### src/rtl/rsa_pkg.sv
// Shared types and constants for the RSA modular-exponentiation job scheduler.
package rsa_pkg;

  localparam int unsigned DefaultWidth   = 32;
  localparam int unsigned DefaultTimeout = DefaultWidth * 2 + 4;

  // WAIT-cycle budget: one engine cycle per exponent bit plus start/latch margin.
  function automatic int unsigned timeout_cycles(input int unsigned width);
    return width * 2 + 4;
  endfunction

  typedef enum logic [1:0] {
    StIdle,
    StStart,
    StWait,
    StResp
  } state_e;

endpackage

### src/rtl/rsa_modexp_scheduler_if.sv
// Request, engine and response signals of the modexp scheduler.
interface rsa_modexp_scheduler_if #(
  parameter int unsigned WIDTH = rsa_pkg::DefaultWidth
);
  localparam int unsigned OpW = WIDTH * 2;

  logic [1:0]     req_valid;
  logic [1:0]     req_ready;
  logic [OpW-1:0] req_base0;
  logic [OpW-1:0] req_exp0;
  logic [OpW-1:0] req_mod0;
  logic [OpW-1:0] req_base1;
  logic [OpW-1:0] req_exp1;
  logic [OpW-1:0] req_mod1;

  logic           eng_start;
  logic [OpW-1:0] eng_base;
  logic [OpW-1:0] eng_exp;
  logic [OpW-1:0] eng_mod;
  logic           eng_finish;
  logic [OpW-1:0] eng_result;

  logic           rsp_valid;
  logic           rsp_ready;
  logic           rsp_id;
  logic [OpW-1:0] rsp_result;
  logic           rsp_err;
  logic           busy;

  // Scheduler side.
  modport master (
    input  req_valid, req_base0, req_exp0, req_mod0, req_base1, req_exp1, req_mod1,
    output req_ready,
    output eng_start, eng_base, eng_exp, eng_mod,
    input  eng_finish, eng_result,
    output rsp_valid, rsp_id, rsp_result, rsp_err, busy,
    input  rsp_ready
  );

  // Requesters, engine and response consumer.
  modport slave (
    output req_valid, req_base0, req_exp0, req_mod0, req_base1, req_exp1, req_mod1,
    input  req_ready,
    input  eng_start, eng_base, eng_exp, eng_mod,
    output eng_finish, eng_result,
    input  rsp_valid, rsp_id, rsp_result, rsp_err, busy,
    output rsp_ready
  );

endinterface

### src/rtl/rsa_rr_arb2.sv
// Two-way round-robin arbiter with a registered last-grant pointer.
module rsa_rr_arb2 (
  input  logic       clk,
  input  logic       reset,
  input  logic       en,
  input  logic [1:0] req,
  output logic [1:0] gnt
);

  // High when requester 1 held the most recent grant.
  logic last_q;

  always_comb begin
    gnt = 2'b00;
    if (en) begin
      if (req == 2'b11) begin
        gnt = last_q ? 2'b01 : 2'b10;
      end else begin
        gnt = req;
      end
    end
  end

  always_ff @(posedge clk) begin
    if (reset) begin
      last_q <= 1'b1;
    end else if (|gnt) begin
      last_q <= gnt[1];
    end
  end

endmodule

### src/rtl/rsa_modexp_scheduler.sv
// Arbitrates two requesters onto one external mod_exp engine and returns results.
module rsa_modexp_scheduler
  import rsa_pkg::*;
#(
  parameter int unsigned WIDTH   = DefaultWidth,
  parameter int unsigned TIMEOUT = timeout_cycles(WIDTH)
) (
  input logic                    clk,
  input logic                    reset,
  rsa_modexp_scheduler_if.master bus
);

  localparam int unsigned OpW  = WIDTH * 2;
  localparam int unsigned CntW = $clog2(TIMEOUT + 1);

  state_e state_q, state_d;

  logic [CntW-1:0] cnt_q, cnt_d;
  logic [OpW-1:0]  eng_base_q, eng_exp_q, eng_mod_q;
  logic [OpW-1:0]  rsp_result_q;
  logic            rsp_err_q;
  logic            rsp_id_q;

  logic [1:0]      gnt;
  logic            arb_en;
  logic            sel;
  logic [OpW-1:0]  sel_base, sel_exp, sel_mod;
  logic            mod_bad;
  logic            capture;
  logic            finish_ok;
  logic            timed_out;

  assign arb_en = (state_q == StIdle) && !reset;

  rsa_rr_arb2 u_arb (
    .clk   (clk),
    .reset (reset),
    .en    (arb_en),
    .req   (bus.req_valid),
    .gnt   (gnt)
  );

  assign bus.req_ready = gnt;

  assign sel      = gnt[1];
  assign sel_base = sel ? bus.req_base1 : bus.req_base0;
  assign sel_exp  = sel ? bus.req_exp1  : bus.req_exp0;
  assign sel_mod  = sel ? bus.req_mod1  : bus.req_mod0;
  // Modulo 0 or 1 has no meaningful result, so the engine is bypassed.
  assign mod_bad  = (sel_mod[OpW-1:1] == '0);

  always_comb begin
    state_d   = state_q;
    cnt_d     = cnt_q;
    capture   = 1'b0;
    finish_ok = 1'b0;
    timed_out = 1'b0;
    unique case (state_q)
      StIdle: begin
        if (|gnt) begin
          capture = 1'b1;
          state_d = mod_bad ? StResp : StStart;
        end
      end
      StStart: begin
        // Finish is still high from the previous job here; not sampled.
        cnt_d   = '0;
        state_d = StWait;
      end
      StWait: begin
        if (bus.eng_finish) begin
          finish_ok = 1'b1;
          state_d   = StResp;
        end else if (cnt_q == CntW'(TIMEOUT - 1)) begin
          timed_out = 1'b1;
          state_d   = StResp;
        end else begin
          cnt_d = cnt_q + 1'b1;
        end
      end
      StResp: begin
        if (bus.rsp_ready) begin
          state_d = StIdle;
        end
      end
      default: state_d = StIdle;
    endcase
  end

  always_ff @(posedge clk) begin
    if (reset) begin
      state_q      <= StIdle;
      cnt_q        <= '0;
      eng_base_q   <= '0;
      eng_exp_q    <= '0;
      eng_mod_q    <= '0;
      rsp_result_q <= '0;
      rsp_err_q    <= 1'b0;
      rsp_id_q     <= 1'b0;
    end else begin
      state_q <= state_d;
      cnt_q   <= cnt_d;
      if (capture) begin
        eng_base_q <= sel_base;
        eng_exp_q  <= sel_exp;
        eng_mod_q  <= sel_mod;
        rsp_id_q   <= sel;
        if (mod_bad) begin
          rsp_err_q    <= 1'b1;
          rsp_result_q <= '0;
        end
      end
      if (finish_ok) begin
        rsp_err_q    <= 1'b0;
        rsp_result_q <= bus.eng_result;
      end
      if (timed_out) begin
        rsp_err_q    <= 1'b1;
        rsp_result_q <= '0;
      end
    end
  end

  assign bus.eng_start  = (state_q == StStart);
  assign bus.eng_base   = eng_base_q;
  assign bus.eng_exp    = eng_exp_q;
  assign bus.eng_mod    = eng_mod_q;
  assign bus.rsp_valid  = (state_q == StResp);
  assign bus.rsp_id     = rsp_id_q;
  assign bus.rsp_result = rsp_result_q;
  assign bus.rsp_err    = rsp_err_q;
  assign bus.busy       = (state_q != StIdle);

endmodule
### src/flat_wrapper.sv
// flat-port wrapper written by rule: the top's interface ports become plain ports
module rsa_modexp_scheduler_flat import rsa_pkg::*;
#(
  parameter int unsigned WIDTH   = DefaultWidth,
  parameter int unsigned TIMEOUT = timeout_cycles(WIDTH)
)
  (clk, reset, bus_req_valid, bus_req_base0, bus_req_exp0, bus_req_mod0, bus_req_base1, bus_req_exp1, bus_req_mod1, bus_req_ready, bus_eng_start, bus_eng_base, bus_eng_exp, bus_eng_mod, bus_eng_finish, bus_eng_result, bus_rsp_valid, bus_rsp_id, bus_rsp_result, bus_rsp_err, bus_busy, bus_rsp_ready);
  rsa_modexp_scheduler_if #(.WIDTH(WIDTH)) bus_i ();
  input logic clk;
  input logic reset;
  input wire logic [$bits(bus_i.req_valid)-1:0] bus_req_valid;
  input wire logic [$bits(bus_i.req_base0)-1:0] bus_req_base0;
  input wire logic [$bits(bus_i.req_exp0)-1:0] bus_req_exp0;
  input wire logic [$bits(bus_i.req_mod0)-1:0] bus_req_mod0;
  input wire logic [$bits(bus_i.req_base1)-1:0] bus_req_base1;
  input wire logic [$bits(bus_i.req_exp1)-1:0] bus_req_exp1;
  input wire logic [$bits(bus_i.req_mod1)-1:0] bus_req_mod1;
  output wire logic [$bits(bus_i.req_ready)-1:0] bus_req_ready;
  output wire logic [$bits(bus_i.eng_start)-1:0] bus_eng_start;
  output wire logic [$bits(bus_i.eng_base)-1:0] bus_eng_base;
  output wire logic [$bits(bus_i.eng_exp)-1:0] bus_eng_exp;
  output wire logic [$bits(bus_i.eng_mod)-1:0] bus_eng_mod;
  input wire logic [$bits(bus_i.eng_finish)-1:0] bus_eng_finish;
  input wire logic [$bits(bus_i.eng_result)-1:0] bus_eng_result;
  output wire logic [$bits(bus_i.rsp_valid)-1:0] bus_rsp_valid;
  output wire logic [$bits(bus_i.rsp_id)-1:0] bus_rsp_id;
  output wire logic [$bits(bus_i.rsp_result)-1:0] bus_rsp_result;
  output wire logic [$bits(bus_i.rsp_err)-1:0] bus_rsp_err;
  output wire logic [$bits(bus_i.busy)-1:0] bus_busy;
  input wire logic [$bits(bus_i.rsp_ready)-1:0] bus_rsp_ready;
  assign bus_i.req_valid = bus_req_valid;
  assign bus_i.req_base0 = bus_req_base0;
  assign bus_i.req_exp0 = bus_req_exp0;
  assign bus_i.req_mod0 = bus_req_mod0;
  assign bus_i.req_base1 = bus_req_base1;
  assign bus_i.req_exp1 = bus_req_exp1;
  assign bus_i.req_mod1 = bus_req_mod1;
  assign bus_req_ready = bus_i.req_ready;
  assign bus_eng_start = bus_i.eng_start;
  assign bus_eng_base = bus_i.eng_base;
  assign bus_eng_exp = bus_i.eng_exp;
  assign bus_eng_mod = bus_i.eng_mod;
  assign bus_i.eng_finish = bus_eng_finish;
  assign bus_i.eng_result = bus_eng_result;
  assign bus_rsp_valid = bus_i.rsp_valid;
  assign bus_rsp_id = bus_i.rsp_id;
  assign bus_rsp_result = bus_i.rsp_result;
  assign bus_rsp_err = bus_i.rsp_err;
  assign bus_busy = bus_i.busy;
  assign bus_i.rsp_ready = bus_rsp_ready;
  rsa_modexp_scheduler #(.WIDTH(WIDTH), .TIMEOUT(TIMEOUT)) u_core (.clk(clk), .reset(reset), .bus(bus_i));
endmodule
### config.mk
export PLATFORM = sky130hd
export DESIGN_NAME = rsa_modexp_scheduler_flat
export DESIGN_NICKNAME = d
export VERILOG_FILES = /design/src/rtl/rsa_pkg.sv /design/src/rtl/rsa_modexp_scheduler_if.sv /design/src/rtl/rsa_rr_arb2.sv /design/src/rtl/rsa_modexp_scheduler.sv /design/src/flat_wrapper.sv
export SDC_FILE = /design/constraint.sdc
export NUM_CORES = 1
export LEC_CHECK = 0
export ABC_CLOCK_PERIOD_IN_PS = 2190
export BUFFER_PORTS_ARGS = -buffer_cell sky130_fd_sc_hd__buf_2
export CORE_AREA = 2 2 282 284
export DETAILED_ROUTE_END_ITERATION = 16
export DIE_AREA = 0 0 284 286
export HOLD_SLACK_MARGIN = 0.06
export PLACE_DENSITY = 0.34
export SYNTH_ARGS = -nofsm -noshare
export SYNTH_HDL_FRONTEND = slang
export SYNTH_SLANG_ARGS = --single-unit
### constraint.sdc
create_clock -name clk -period 2.19 [get_ports clk]
set_input_delay 0.219 -clock clk [delete_from_list [all_inputs] [get_ports clk]]
set_output_delay 0.219 -clock clk [all_outputs]
set_load 0.005 [all_outputs]
==> summary.md <==
| Metric | Value |
|---|---|
| CTS Buffer Depth | 3 |
| Unrepaired setup endpoints after global routing | yes |
| Ys async rst share | 0 |
| Clk pwr share | 0.317 |
| Mapped Cells | 1344 |
| WP data arrival | 2.61 ns |
| Sequential-to-total area share from yosys stat | 0.484 |
| Total wire length | about 60 mm |
| WL met2 | slightly above 30 mm |
| Net Switching | between 6 and 7 mW |
| Number of global-route vias before repair | ~16k |
| Number of synthesized flops with an enable pin | 0 |
| Clock sinks | between 200 and 300 |
| TritonCTS Buffers | 37 |
| Top layer in use | met4 |
| Syn-to-layout area delta | 103% |
| Max-slew headroom | 0.437 |
| Vias per cell | roughly 4.2 |
| Dpl cell area | around 16000 um^2 |
| Drt first pass iters | 5 |
| Largest net degree at the start of global routing | 68 |
| Worst setup endpoint | u_core.bus.rsp_result[9] |
| Final #Nets | a little under 3k |
| Detailed Route Iter0 Violations | ~650 |
| Synthesized cell area | around 11000 um^2 |
| Worst setup SP type | input port |
| Pre-CTS setup slack | -0.376 ns |
| GP Congestion | roughly 0.86 |
| R2R cell count | 6 |
| Syn Area/Cell | 8.25 um^2 |
| Worst Path Max Fanout | 16 |
| Clock Pin Slew Worst Setup and Hold Paths | 0.06 ns |
| Final period util | 0.991 |
| Initial antenna violation count | 1 |
| Worst-margin pin slew | 0.845 ns |
| Setup Skew | around 0.014 ns |
| Min cycle time layout | approximately 2.2 ns |
| Met3 WL | between 4 and 5 mm |
| DRC viols | 0 |
| Worst setup margin | between 0.015 and 0.02 ns |
| Latest clock arrival within the worst-skew pair | 0.55 ns |
| Hpwl dp | around 43 mm |
| Leak pwr | 10.1 nW |
| Maxcap violations | 0 |
| Starting Density | 0.142 |
| Critical path endpoint category | flop |
| Switch share | 0.337 |
| CTS H-tree lvls | 2 |
| Yosys top cell area share | 0.484 |
| Post-Route M1 WL | 24.0 mm |
| RR Endpoint | u_core.state_q[1] |
| Die Ht | about 290 um |
| IR drop worst, VDD | roughly 0.44 mV |
| Yosys reg bits | 268 |
| Synth area leaders | dfxtp_1, a311oi_1, nand2_1, nor2_1, a32o_1 |
| Crit path from | bus_req_mod0[10] |
| Core area | just under 80000 um^2 |
| Post-synth net total | 1804 |
| TritonCTS clock tree | built |
| Io pins | 717 |
| Ys flop type | dfxtp_1 |
| Fraction of layout cells with a size suffix above 1 | 0.354 |
| R2R Path Start | u_core.cnt_q[1] |
| Final core occ | 0.288 |
| Count of pins over their slew limit | 0 |
| Internal power | 12.5 mW |
| Fin area | approximately 23000 um^2 |
| Full die area | roughly 80000 um^2 |
| Final Hold Vio Count | 0 |
| DIE WIDTH | between 200 and 300 um |
| Yosys top cell by area | dfxtp_1 |
| Setup-failing EPs final | 0 |
| Library cells used by synthesis | 38 |
| Root Buffer | clkbuf_16 |
| Pwr/cell area | roughly 840 nW/um^2 |
| Part of the power in combinational logic | 0.347 |
| Critical Path RT | between 2 and 3 ns |
| Status | complete, no violations |
| Gr ovfl total | 0 |
| Critical path type | input port to flop |
| Fmax | roughly 0.46 GHz |
| Synth warn | 0 |
| First-pass GRT wire length | between 90 and 100 mm |
| Num rows | 103 |
| Global-route usage over all layers | 0.140 |
| Total number of vias | between 15k and 20k |
| Routed length per instance | 17.0 um |
| Register share of total power | 0.336 |
| Detail Route Antenna Nets | 0 |
| Port bufs | about 720 |
| Hold Path Class | input port to flop |
| Hold depth | 5 |
| R2r setup slk | 0.03 ns |
[worst min-delay path by stage]
stage,start,end
floorplan,reset,u_core.u_arb.last_q
global placement,bus_eng_result[23],u_core.bus.rsp_result[23]
detailed placement,bus_eng_result[47],u_core.bus.rsp_result[47]
CTS,reset,u_core.cnt_q[0]
global route,reset,u_core.bus.rsp_id
finish,reset,u_core.bus.rsp_id
[kinds of logic after synthesis]
group / synth area share
AO/OA/AOI/OAI: 0.224
buffers and inverters: 0.0470
flip-flops: 0.484
AND/OR/NAND/NOR: 0.232
adder cells (fa/ha/maj): 0.00677
XOR/XNOR: 0.00395
multiplexers: 0.00226
[sequential cells by signal (all words and copies together) (netlist names)]
signal                 count
u_core.bus.rsp_err         1
u_core.bus.rsp_id          1
u_core.bus.rsp_result     64
u_core.bus.eng_exp        64
u_core.u_arb.last_q        1
u_core.cnt_q               7
u_core.bus.eng_mod        64
u_core.state_q             2
u_core.bus.eng_base       64
[cell usage in the layout (no fill, tap or decap), drive strengths merged, types with 5 or more instances in the layout]
cell type and n:
and3 5, clkinv 5, inv 10, buf 803, a311oi 193, nand4 7, nor4 28, dlygate4sd3 451
nand2 389, dfxtp 268, clkbuf 60, nor2 202, a32o 64, nor3 8, ha 6
[cells in the mapped netlist (4+ instances only)]
library cell / instances
buf_1: 16
nand4_1: 7
a21oi_1: 4
nand2_1: 389
a311oi_1: 192
and3_1: 4
ha_1: 6
o21ai_0: 4
a32o_1: 64
dfxtp_1: 268
inv_1: 8
clkbuf_1: 111
nor2_1: 202
nor3_1: 8
nor4_1: 28
[routing by layer]
| metal | GRT usage | vias up |
|---|---|---|
| met2 | 0.255 | 575 |
| met1 | 0.154 | 7105 |
| met3 | 0.0388 | 106 |
| li1 | - | 7221 |
| met5 | 0 | - |
| met4 | 0.0536 | 0 |
[repair_timing]
item                       in CTS  in global routing
setup endpoints to repair      73                 91
pin swaps                       2                 17
hold endpoints to repair      258                  0
gates resized for setup         7                 22
buffers inserted                2                  2
cloned                          2                  8
hold buffers                  451                  0
[critical path, stage by stage]
cell,delay (ns)
dlygate4sd3_1,0.54
buf_2,0.15
nor4_1,0.27
nand4_1,0.32
nor3_4,0.26
buf_6,0.13
o221ai_4,0.12
buf_12,0.17
buf_12,0.16
a32o_1,0.25
[final cells by class]
type | count | area [um^2]
Clock inverter | 10 | 109
Sequential cell | 268 | 5370
Fill cell | 8490 | 55800
Antenna cell | 1 | 2.50
Tap cell | 1050 | 1310
Inverter | 9 | 41.3
Multi-Input combinational cell | 939 | 5380
Timing Repair Buffer | 1261 | 9250
Clock buffer | 55 | 1080
[through the flow]
stage	std cells	hold slack (ns)	power [mW]	setup TNS (ns)
final	3593	0.126	18.9	0
after global routing	3593	0.138	20.1	-0.698
after CTS	3584	0.183	19.1	0
after detailed placement	3065	0.432	12.2	-23.46
after global placement	3065	0.429	12.1	-21.13
after floorplan	1344	0.323	9.19	-0.0881
[power by group through the flow]
stage | sequential (mW) | clock, mW | combinational, mW
2_1_floorplan | 6.45 | 0 | 2.75
3_3_place_gp | 6.39 | 0 | 5.75
3_5_place_dp | 6.42 | 0 | 5.76
4_1_cts | 6.33 | 6.25 | 6.52
5_1_grt | 6.45 | 6.40 | 7.22
6_report | 6.33 | 5.98 | 6.55
(Power assumes the default switching activity.)
